==> config.mk <==
export PLATFORM = sky130hd
export DESIGN_NAME = victim_cache_nway
export DESIGN_NICKNAME = d
export VERILOG_FILES = /design/src/rtl/victim_cache_nway.sv
export SDC_FILE = /design/constraint.sdc
export NUM_CORES = 2
export LEC_CHECK = 0
export ABC_AREA = 1
export CAP_MARGIN = 20
export CORE_ASPECT_RATIO = 0.75
export CORE_MARGIN = 1
export CORE_UTILIZATION = 35
export CTS_BUF_LIST = sky130_fd_sc_hd__clkbuf_2 sky130_fd_sc_hd__clkbuf_4 sky130_fd_sc_hd__clkbuf_8
export DETAILED_ROUTE_END_ITERATION = 6
export SYNTH_ARGS = -nofsm -noshare
export SYNTH_HDL_FRONTEND = slang
export SYNTH_SLANG_ARGS = --single-unit
==> constraint.sdc <==
create_clock -name clk -period 13.38 [get_ports clk]
set_input_delay 4.014 -clock clk [delete_from_list [all_inputs] [get_ports clk]]
set_output_delay 4.014 -clock clk [all_outputs]
set_load 0.01 [all_outputs]
==> src/rtl/victim_cache_nway.sv <==
// Fully associative victim cache with true-LRU replacement between L1 and physical memory.
// Optional feature macro VC_PERF_CNT_EN builds saturating hit/miss counters; otherwise they read 0.
module victim_cache_nway #(
    parameter int ENTRIES  = 4,
    parameter int ADDR_W   = 16,
    parameter int LINE_W   = 128,
    parameter int OFFSET_W = 4
) (
    input  logic              clk,
    input  logic              reset,
    input  logic              mem_read,
    input  logic              mem_write,
    input  logic [ADDR_W-1:0] mem_address,
    input  logic [ADDR_W-1:0] d_mem_address,
    input  logic [LINE_W-1:0] mem_wdata,
    input  logic              l1_dirty,
    output logic [LINE_W-1:0] mem_rdata,
    output logic              dirty_out,
    output logic              ld_from_vic,
    output logic              mem_resp,
    output logic              pmem_read,
    output logic              pmem_write,
    output logic [ADDR_W-1:0] pmem_address,
    output logic [LINE_W-1:0] pmem_wdata,
    input  logic [LINE_W-1:0] pmem_rdata,
    input  logic              pmem_resp,
    output logic [15:0]       hit_count,
    output logic [15:0]       miss_count
);
    localparam int TAG_W = ADDR_W - OFFSET_W;
    localparam int IDX_W = (ENTRIES > 1) ? $clog2(ENTRIES) : 1;

    typedef enum logic [1:0] {IDLE, WB, FETCH, RESP} state_t;
    state_t state;

    logic [ENTRIES-1:0] valid, dirty;
    logic [TAG_W-1:0]   tags [ENTRIES];
    logic [LINE_W-1:0]  data [ENTRIES];
    // rank 0 is LRU, ENTRIES-1 is MRU; ranks always form a permutation
    logic [IDX_W-1:0]   rank [ENTRIES];

    logic [TAG_W-1:0]  rd_tag, d_tag;
    logic              unused_offset;
    assign rd_tag = mem_address[ADDR_W-1:OFFSET_W];
    assign d_tag  = d_mem_address[ADDR_W-1:OFFSET_W];
    assign unused_offset = ^{mem_address[OFFSET_W-1:0], d_mem_address[OFFSET_W-1:0]};

    // Transaction context captured when leaving IDLE
    logic [IDX_W-1:0]  slot;
    logic [TAG_W-1:0]  lat_tag, req_tag;
    logic [LINE_W-1:0] lat_line;
    logic              lat_dirty, rd_pend;

    logic             hit, coll, has_free, need_wb;
    logic [IDX_W-1:0] hit_idx, coll_idx, free_idx, lru_idx, sel_idx;

    always_comb begin
        hit = 1'b0; hit_idx = '0;
        coll = 1'b0; coll_idx = '0;
        has_free = 1'b0; free_idx = '0;
        lru_idx = '0;
        // descending scan so the lowest matching index wins
        for (int i = ENTRIES - 1; i >= 0; i--) begin
            if (valid[i] && tags[i] == rd_tag) begin hit = 1'b1; hit_idx = IDX_W'(i); end
            if (valid[i] && tags[i] == d_tag) begin coll = 1'b1; coll_idx = IDX_W'(i); end
            if (!valid[i]) begin has_free = 1'b1; free_idx = IDX_W'(i); end
            if (rank[i] == '0) lru_idx = IDX_W'(i);
        end
        sel_idx = coll ? coll_idx : (has_free ? free_idx : lru_idx);
        // a colliding entry is the same line, so it is merged rather than written back
        need_wb = !coll && valid[sel_idx] && dirty[sel_idx];
    end

    logic              do_ins, do_inv, ins_merge, ins_dirty;
    logic [IDX_W-1:0]  ins_at;
    logic [TAG_W-1:0]  ins_tag;
    logic [LINE_W-1:0] ins_line;

    always_comb begin
        do_ins = 1'b0; do_inv = 1'b0; ins_merge = 1'b0;
        ins_at = sel_idx; ins_tag = d_tag; ins_line = mem_wdata; ins_dirty = l1_dirty;
        case (state)
            IDLE: begin
                if (mem_read && hit) begin
                    if (mem_write) begin
                        do_ins = 1'b1;
                        ins_at = hit_idx;
                    end else begin
                        do_inv = 1'b1;
                    end
                end else if (mem_write && !need_wb) begin
                    do_ins    = 1'b1;
                    ins_merge = coll;
                end
            end
            WB: if (pmem_resp) begin
                do_ins = 1'b1; ins_at = slot; ins_tag = lat_tag;
                ins_line = lat_line; ins_dirty = lat_dirty;
            end
            default: ;
        endcase
    end

    always_ff @(posedge clk) begin
        if (reset) begin
            valid <= '0;
            dirty <= '0;
            for (int i = 0; i < ENTRIES; i++) rank[i] <= IDX_W'(i);
        end else if (do_ins) begin
            valid[ins_at] <= 1'b1;
            dirty[ins_at] <= ins_dirty | (ins_merge & dirty[ins_at]);
            tags[ins_at]  <= ins_tag;
            data[ins_at]  <= ins_line;
            for (int i = 0; i < ENTRIES; i++)
                if (rank[i] > rank[ins_at]) rank[i] <= rank[i] - 1'b1;
            rank[ins_at] <= IDX_W'(ENTRIES - 1);
        end else if (do_inv) begin
            valid[hit_idx] <= 1'b0;
            dirty[hit_idx] <= 1'b0;
            for (int i = 0; i < ENTRIES; i++)
                if (rank[i] < rank[hit_idx]) rank[i] <= rank[i] + 1'b1;
            rank[hit_idx] <= '0;
        end
    end

    always_ff @(posedge clk) begin
        if (reset) begin
            state <= IDLE;
            mem_rdata <= '0; dirty_out <= 1'b0; ld_from_vic <= 1'b0; mem_resp <= 1'b0;
            pmem_read <= 1'b0; pmem_write <= 1'b0; pmem_address <= '0; pmem_wdata <= '0;
            slot <= '0; lat_tag <= '0; req_tag <= '0; lat_line <= '0;
            lat_dirty <= 1'b0; rd_pend <= 1'b0;
        end else begin
            mem_resp <= 1'b0;
            case (state)
                IDLE: begin
                    if (mem_read && hit) begin
                        mem_rdata   <= data[hit_idx];
                        dirty_out   <= dirty[hit_idx];
                        ld_from_vic <= 1'b1;
                        mem_resp    <= 1'b1;
                        state       <= RESP;
                    end else if (mem_read || mem_write) begin
                        slot <= sel_idx; lat_tag <= d_tag; lat_line <= mem_wdata;
                        lat_dirty <= l1_dirty; rd_pend <= mem_read; req_tag <= rd_tag;
                        if (mem_write && need_wb) begin
                            pmem_write   <= 1'b1;
                            pmem_address <= {tags[sel_idx], {OFFSET_W{1'b0}}};
                            pmem_wdata   <= data[sel_idx];
                            state        <= WB;
                        end else if (mem_read) begin
                            pmem_read    <= 1'b1;
                            pmem_address <= {rd_tag, {OFFSET_W{1'b0}}};
                            state        <= FETCH;
                        end else begin
                            dirty_out <= 1'b0; ld_from_vic <= 1'b0; mem_resp <= 1'b1;
                            state     <= RESP;
                        end
                    end
                end
                WB: if (pmem_resp) begin
                    pmem_write <= 1'b0;
                    if (rd_pend) begin
                        pmem_read    <= 1'b1;
                        pmem_address <= {req_tag, {OFFSET_W{1'b0}}};
                        state        <= FETCH;
                    end else begin
                        dirty_out <= 1'b0; ld_from_vic <= 1'b0; mem_resp <= 1'b1;
                        state     <= RESP;
                    end
                end
                FETCH: if (pmem_resp) begin
                    pmem_read   <= 1'b0;
                    mem_rdata   <= pmem_rdata;
                    dirty_out   <= 1'b0;
                    ld_from_vic <= 1'b0;
                    mem_resp    <= 1'b1;
                    state       <= RESP;
                end
                default: state <= IDLE;
            endcase
        end
    end

`ifdef VC_PERF_CNT_EN
    logic hit_evt, miss_evt;
    assign hit_evt  = (state == IDLE) && mem_read && hit;
    assign miss_evt = (state == IDLE) && mem_read && !hit;

    always_ff @(posedge clk) begin
        if (reset) begin
            hit_count  <= '0;
            miss_count <= '0;
        end else begin
            if (hit_evt && hit_count != 16'hFFFF)   hit_count  <= hit_count + 16'd1;
            if (miss_evt && miss_count != 16'hFFFF) miss_count <= miss_count + 16'd1;
        end
    end
`else
    assign hit_count  = '0;
    assign miss_count = '0;
`endif

endmodule

; ---- Word level (Yosys, flattened, before mapping)
; Memories as Yosys holds them, arrays and structs flattened. A register that Yosys moved wholly into a read port is not among the register bits.
; Index checks and enable logic that the tools add are counted.
[classes]
eq_ne = 24
n_mux = 170
n_reduce_logical = 36
addsub = 8
magnitude_cmp = 13
bitwise = 15
[ops]
columns = operator, n
row1 = 2-to-1 mux 128 bit, 4
row2 = case mux 128 bit (2 select lines), 1
row3 = 2-to-1 mux 1 bit, 101
row4 = == test 12 bit, 8
row5 = 2-to-1 mux 16 bit, 6
row6 = 2-to-1 mux 2 bit, 36
row7 = case mux 16 bit (2 select lines), 1
row8 = 2-to-1 mux 12 bit, 2
row9 = "inequality test 2 bit, second input constant", 10
row10 = 2-to-1 mux 4 bit, 4
row11 = logical AND 1 bit, 15
row12 = "inequality test 3 bit, second input constant", 4
row13 = case mux 1 bit (3 select lines), 4
row14 = zero test 2 bit, 5
row15 = "< comparator 2 x 3 -> 1 bit, second input constant", 3
row16 = bitwise OR 1 bit, 9
row17 = AND reduction 3 bit, 3
row18 = "adder 2 x 1 -> 2 bit, second input constant", 4
row19 = bitwise AND 4 bit, 2
row20 = binary-select mux 1 bit (select 2 bit), 4
row21 = greater-than comparator 2 bit, 4
row22 = < comparator 2 bit, 4
row23 = AND reduction 8 bit, 1
row24 = "subtractor 2 x 1 -> 2 bit, second input constant", 4
row25 = other kinds (21), 27
[word_totals]
ram_bits = 568
ff_bits = 315
n_memories = 3
out_inout_bits = 309
inputBits = 294
word_cells = 285
[mem_list]
columns = memory, depth, width, read_ports, rd_ports_with_merged_regs, wr, line
row1 = data, 4, 128, 2, 1, 1, 38  ; logic [LINE_W-1:0] data [ENTRIES];
row2 = tags, 4, 12, 5, 0, 1, 37  ; logic [TAG_W-1:0] tags [ENTRIES];
row3 = rank, 4, 2, 6, 0, 5, 40  ; logic [IDX_W-1:0] rank [ENTRIES];

; ---- Logic depth before layout (Yosys ltp)
; An unclocked memory read counts as a cell.
[logic_depth]
ltp_word = 22
depth_mapped = 33
depth_no_buf = 32

; ---- Least setup slack after synthesis
; Ideal clock, no wire load.
[synth_timing]
path_type = input-to-reg
from = in d_mem_address[13]
to = mem data[3][0], enable pin
setup_time_ns = 0.642
path_slack_ns = 1.388
required_time_ns = 12.738
path_buffers = 1
arrival_time_ns = 11.350
stages = 20
cell_sequence = buf_2 -> inv_2 -> nand2_1 -> nand2_1 -> nor2_1 -> nand2_1 -> nor2_1 -> nand2_1 -> nand2_2 -> nor2_4 -> nand2_4 -> nand2_4 -> nand2_1 -> nand3_1 -> nand2_1 -> nand3_1 -> nand3_2 -> nand2_4 -> nand2_1 -> nor2_1
[synth_between]
elab_chain_cells = 19
word_cells_on_any_way = 36
classes_between = 4 x eq/ne / 23 x mux / 9 x reduce/logical
[synth_rtl]
columns = item, line
row1 = "start, declared", 14  ; input logic [ADDR_W-1:0] d_mem_address,
row2 = == test 12 bit, 65  ; if (valid[i] && tags[i] == d_tag) begin coll = 1'b1; coll_idx = IDX_W'(i); end
row3 = logical AND 1 bit, 65
row4 = 2-to-1 mux 2 bit / 2-to-1 mux 1 bit (equally long branches) (4 in a row), 65
row5 = 2-to-1 mux 2 bit, 69  ; sel_idx = coll ? coll_idx : (has_free ? free_idx : lru_idx);
row6 = binary-select mux 1 bit (select 2 bit), 71  ; need_wb = !coll && valid[sel_idx] && dirty[sel_idx];
row7 = 2-to-1 mux 1 bit (not written as such), 71
row8 = logical AND 1 bit (2 in a row), 71
row9 = zero test 1 bit, 91  ; end else if (mem_write && !need_wb) begin
row10 = logical AND 1 bit, 91
row11 = 2-to-1 mux 1 bit, 91
row12 = 2-to-1 mux 1 bit, 84  ; if (mem_read && hit) begin
row13 = case mux 1 bit (2 select lines), 82  ; case (state)
row14 = 2-to-1 mux 1 bit, 109  ; end else if (do_ins) begin
row15 = 2-to-1 mux 1 bit, 105  ; if (reset) begin
row16 = 2-to-1 mux 1 bit (not written as such), 113  ; data[ins_at] <= ins_line;
row17 = "end, declared", 38
; Parallel ways exist; a longest one is shown, timed or not. The select of a mux whose other input is x is not followed.

; ---- Worst setup path in the final report
[layout_timing]
from = in d_mem_address[5]
to = mem data[0][77], enable pin
; The elaborated chain is that of the path after synthesis.

==> run_results.csv <==
group,metric,value,unit
outcome,status,"completed",
layout,area_delta_synth_final,22.03,%
clocking,cts_buffers,167,
setup_path,cpMostUsedCell,"nand2_1",
clocking,cts_tree,"built",
layout,post-route-util,43.30,%
route,drc,0,
global_route,overflow,0,
timing,fin_hold_ws,0.4425,ns
route,wl_per_cell,23.45,microns
power,finalPower,10.36,mW
clocking,clk_pin_slew,0.06,ns
power,intPower,6.524,mW
route,ant_nets,0,
layout,seq_area,25760,sq um
synthesis,syn_area,45960,sq um
route,first_pass_iters,5,
floorplanning,ioPinCount,603,
global_route,grt_usage,25.79,%
setup_path,r2r_setup_slack,7.72,ns
floorplanning,num_rows,114,
power,swShare,37.01,%
timing,period_share,65.52,%
clocking,cts_hold_buf,0,
route,vias,40960,
power,p_clk_share,27.8,%
layout,nets,5920,
setup_path,crit_buf_inv,4,
min_path,hp-class,"reg2reg",
timing,setup_viol,0,
clocking,cts-root-buf,"clkbuf_8",
setup_path,reg2regPathDepth,14,
clocking,clock_latency,0.93,ns
setup_path,crit_path_max_incr_delay,0.85,ns
synthesis,synthTopCellsByArea,"edfxtp_1 37%, dfxtp_1 19%, nand2_1 8.8%, o21ai_0 6.8%, a21oi_1 6.4%",
setup_path,crit_start,"d_mem_address[5]",
setup_path,crit_cells,18,
setup_path,criticalPathCategory,"in2reg",
setup_path,worstPathArrival,9.30,ns
setup_path,slowest_stage,"inv_8",
synthesis,async_flop_share,0,%
setup_path,path_cells,"clkdlybuf4s50_1 -> inv_2 -> nand2_1 -> o21ai_0 -> nor3_1 -> nand2_1 -> nor2_1 -> a21oi_4 -> nand2_8 -> nand2_1 -> nand3_1 -> nand2_1 -> nand3_1 -> nand3_2 -> a21oi_1 -> nand2_1 -> inv_8 -> buf_4",
power,pwr-share-seq,40.2,%
timing,fmax,0.1141,GHz
timing,min_period,8.767,ns
layout,multiInputGateArea,17000,sq um
floorplanning,initial_core_util,35.48,%
power,net-switching-power,3.833,mW
global_route,grt_max_degree,167,
route,drt_wl_total,176.2,mm
synthesis,ys_types,51,
timing,skew,0.04148,ns
global_route,grt_pass1_vias,38420,
floorplanning,die_h,315.8,microns
layout,fillCellCount,12690,
layout,stdcell_count,7513,
power,combPwrFrac,32.0,%
route,drt_iter0_markers,4136,
floorplanning,dieWidth,420.4,microns
layout,layout_commonest_cell,"nand2_1",
synthesis,synth_top_area_cell,"edfxtp_1",
setup_path,critPathCaptureType,"register",
power,leakage,20.04,nW
floorplanning,core,129500,sq um
floorplanning,die_area,132800,sq um
setup_path,cp-start-kind,"input pin",
clocking,clkSinkCount,1007,
global_route,grt_pass1_wl,254.3,mm
layout,drive_above_1_share,7.556,%
power,peakVddDrop,0.1851,mV
global_route,antenna_found_initial,28,
synthesis,synth_top_cell_area_share,36.59,%
setup_path,cp.required,13.91,ns
clocking,cts_max_path_buffers,3,
synthesis,ys_warn_count,0,
setup_path,crit_fanout,104,
setup_path,path_delay_family,"buffers and inverters",
setup_path,r2r-start,"state[1]",
timing,hold_violations,0,
timing,worstMarginPinSlew,1.226,ns
timing,slew_violations,0,
clocking,cts-htree-levels,4,
place,io_buffers,558,
clocking,postCtsSetupBuffers,0,
synthesis,synthFlopType,"edfxtp_1",
synthesis,synth_seq_cells,1007,
setup_path,worstSetupEndpoint,"data[0][77]",
place,dp.cells,7182,
synthesis,synth-edff-count,560,
synthesis,seq_area_frac_synth,56.06,%
job,cap_violations,0,
place,gp_congestion,0.9946,
timing,slew_headroom,18.23,%
layout,layout_common_cells,"1,070 x nand2_1, 622 x o21ai_0, 589 x a21oi_1",
timing,setup_tns,0,ns
setup_path,r2r_end,"data[0][77]",
synthesis,avgSynthCellArea,8.812,sq um
place,dpl.hpwl,104.9,mm
clocking,post_cts_resized,0,
power,p_per_area,184.7,nW/um^2
synthesis,postSynthCellCount,5215,
route,viasPerCell,5.452,
timing,rsz0062_at_grt,"no",
[routing by layer]
metal	vias up	GRT usage, %	routed length [microns]
met5	-	0	117
met4	18	8.843	4912
met3	313	5.859	15350
met2	1794	39.69	78310
met1	19850	35.62	77510
li1	18990	-	-
[cell families after synthesis]
kind of cell	after synthesis	share of synthesized area, %
AOI/OAI and AO/OA	1671	20.83
xor gates and xnor gates	8	0.1525
adders and majority gates	15	0.4084
buffers and inverters	814	7.460
DFF	1007	56.06
other	1	0.008160
and+or+nand+nor	1699	15.08
[power groups by stage]
stage	clock [mW]	sequential (mW)	combinational, mW
global route	3.08	4.22	3.62
global placement	0	4.20	3.23
CTS	2.94	4.16	3.30
detailed placement	0	4.22	3.28
finish	2.88	4.16	3.31
floorplan	0	4.25	1.92
[final cells by class]
cell class | count | area share [%]
Antenna cell | 16 | 0.07140
Inverter | 403 | 2.798
Clock buffer | 266 | 5.591
Tap cell | 1740 | 3.882
Clock inverter | 49 | 0.6805
Sequential cell | 1007 | 45.94
Timing Repair Buffer | 603 | 10.73
Multi-Input combinational cell | 3429 | 30.31
[tightest hold or removal path, stage by stage (launching register included)]
cell	delay (ns)
dfxtp_1	0.29
inv_1	0.05
a21oi_1	0.05
[worst min-delay path by stage]
stage                  start             to  cells past startpoint
2_1_floorplan    lat_line[0]    lat_line[0]                      2
3_3_place_gp   lat_line[105]  lat_line[105]                      2
3_5_place_dp       pmem_read      pmem_read                      2
4_1_cts            pmem_read      pmem_read                      2
5_1_grt         lat_line[41]   lat_line[41]                      2
6_report        lat_line[71]   lat_line[71]                      2
[cell usage after synthesis (64+ instances only)]
library cell / instances
dfxtp_1: 447
nand2_1: 1072
nor2_1: 300
edfxtp_1: 560
a21oi_1: 589
o211ai_1: 148
a22oi_1: 69
o21ai_0: 622
inv_1: 368
clkbuf_1: 266
nand3_1: 238
o2111ai_1: 64
[through the flow]
step                      instance area [sq um]  setup slack [ns]
after global routing                      56070             4.488
final                                     56080             4.613
after global placement                    52500             3.896
after floorplan                           46090             1.388
after CTS                                 56040             4.845
after detailed placement                  52520             3.869
[registers in the layout (all words and copies together), names as in the netlist, 2 cells and up]
| name | flops |
|---|---|
| mem_rdata | 128 |
| tags | 48 |
| lat_tag | 12 |
| rank | 8 |
| valid | 4 |
| lat_line | 128 |
| req_tag | 12 |
| state | 2 |
| pmem_address | 12 |
| slot | 2 |
| data | 512 |
| dirty | 4 |
| pmem_wdata | 128 |
Note: power is estimated with default switching activity, not from simulation.
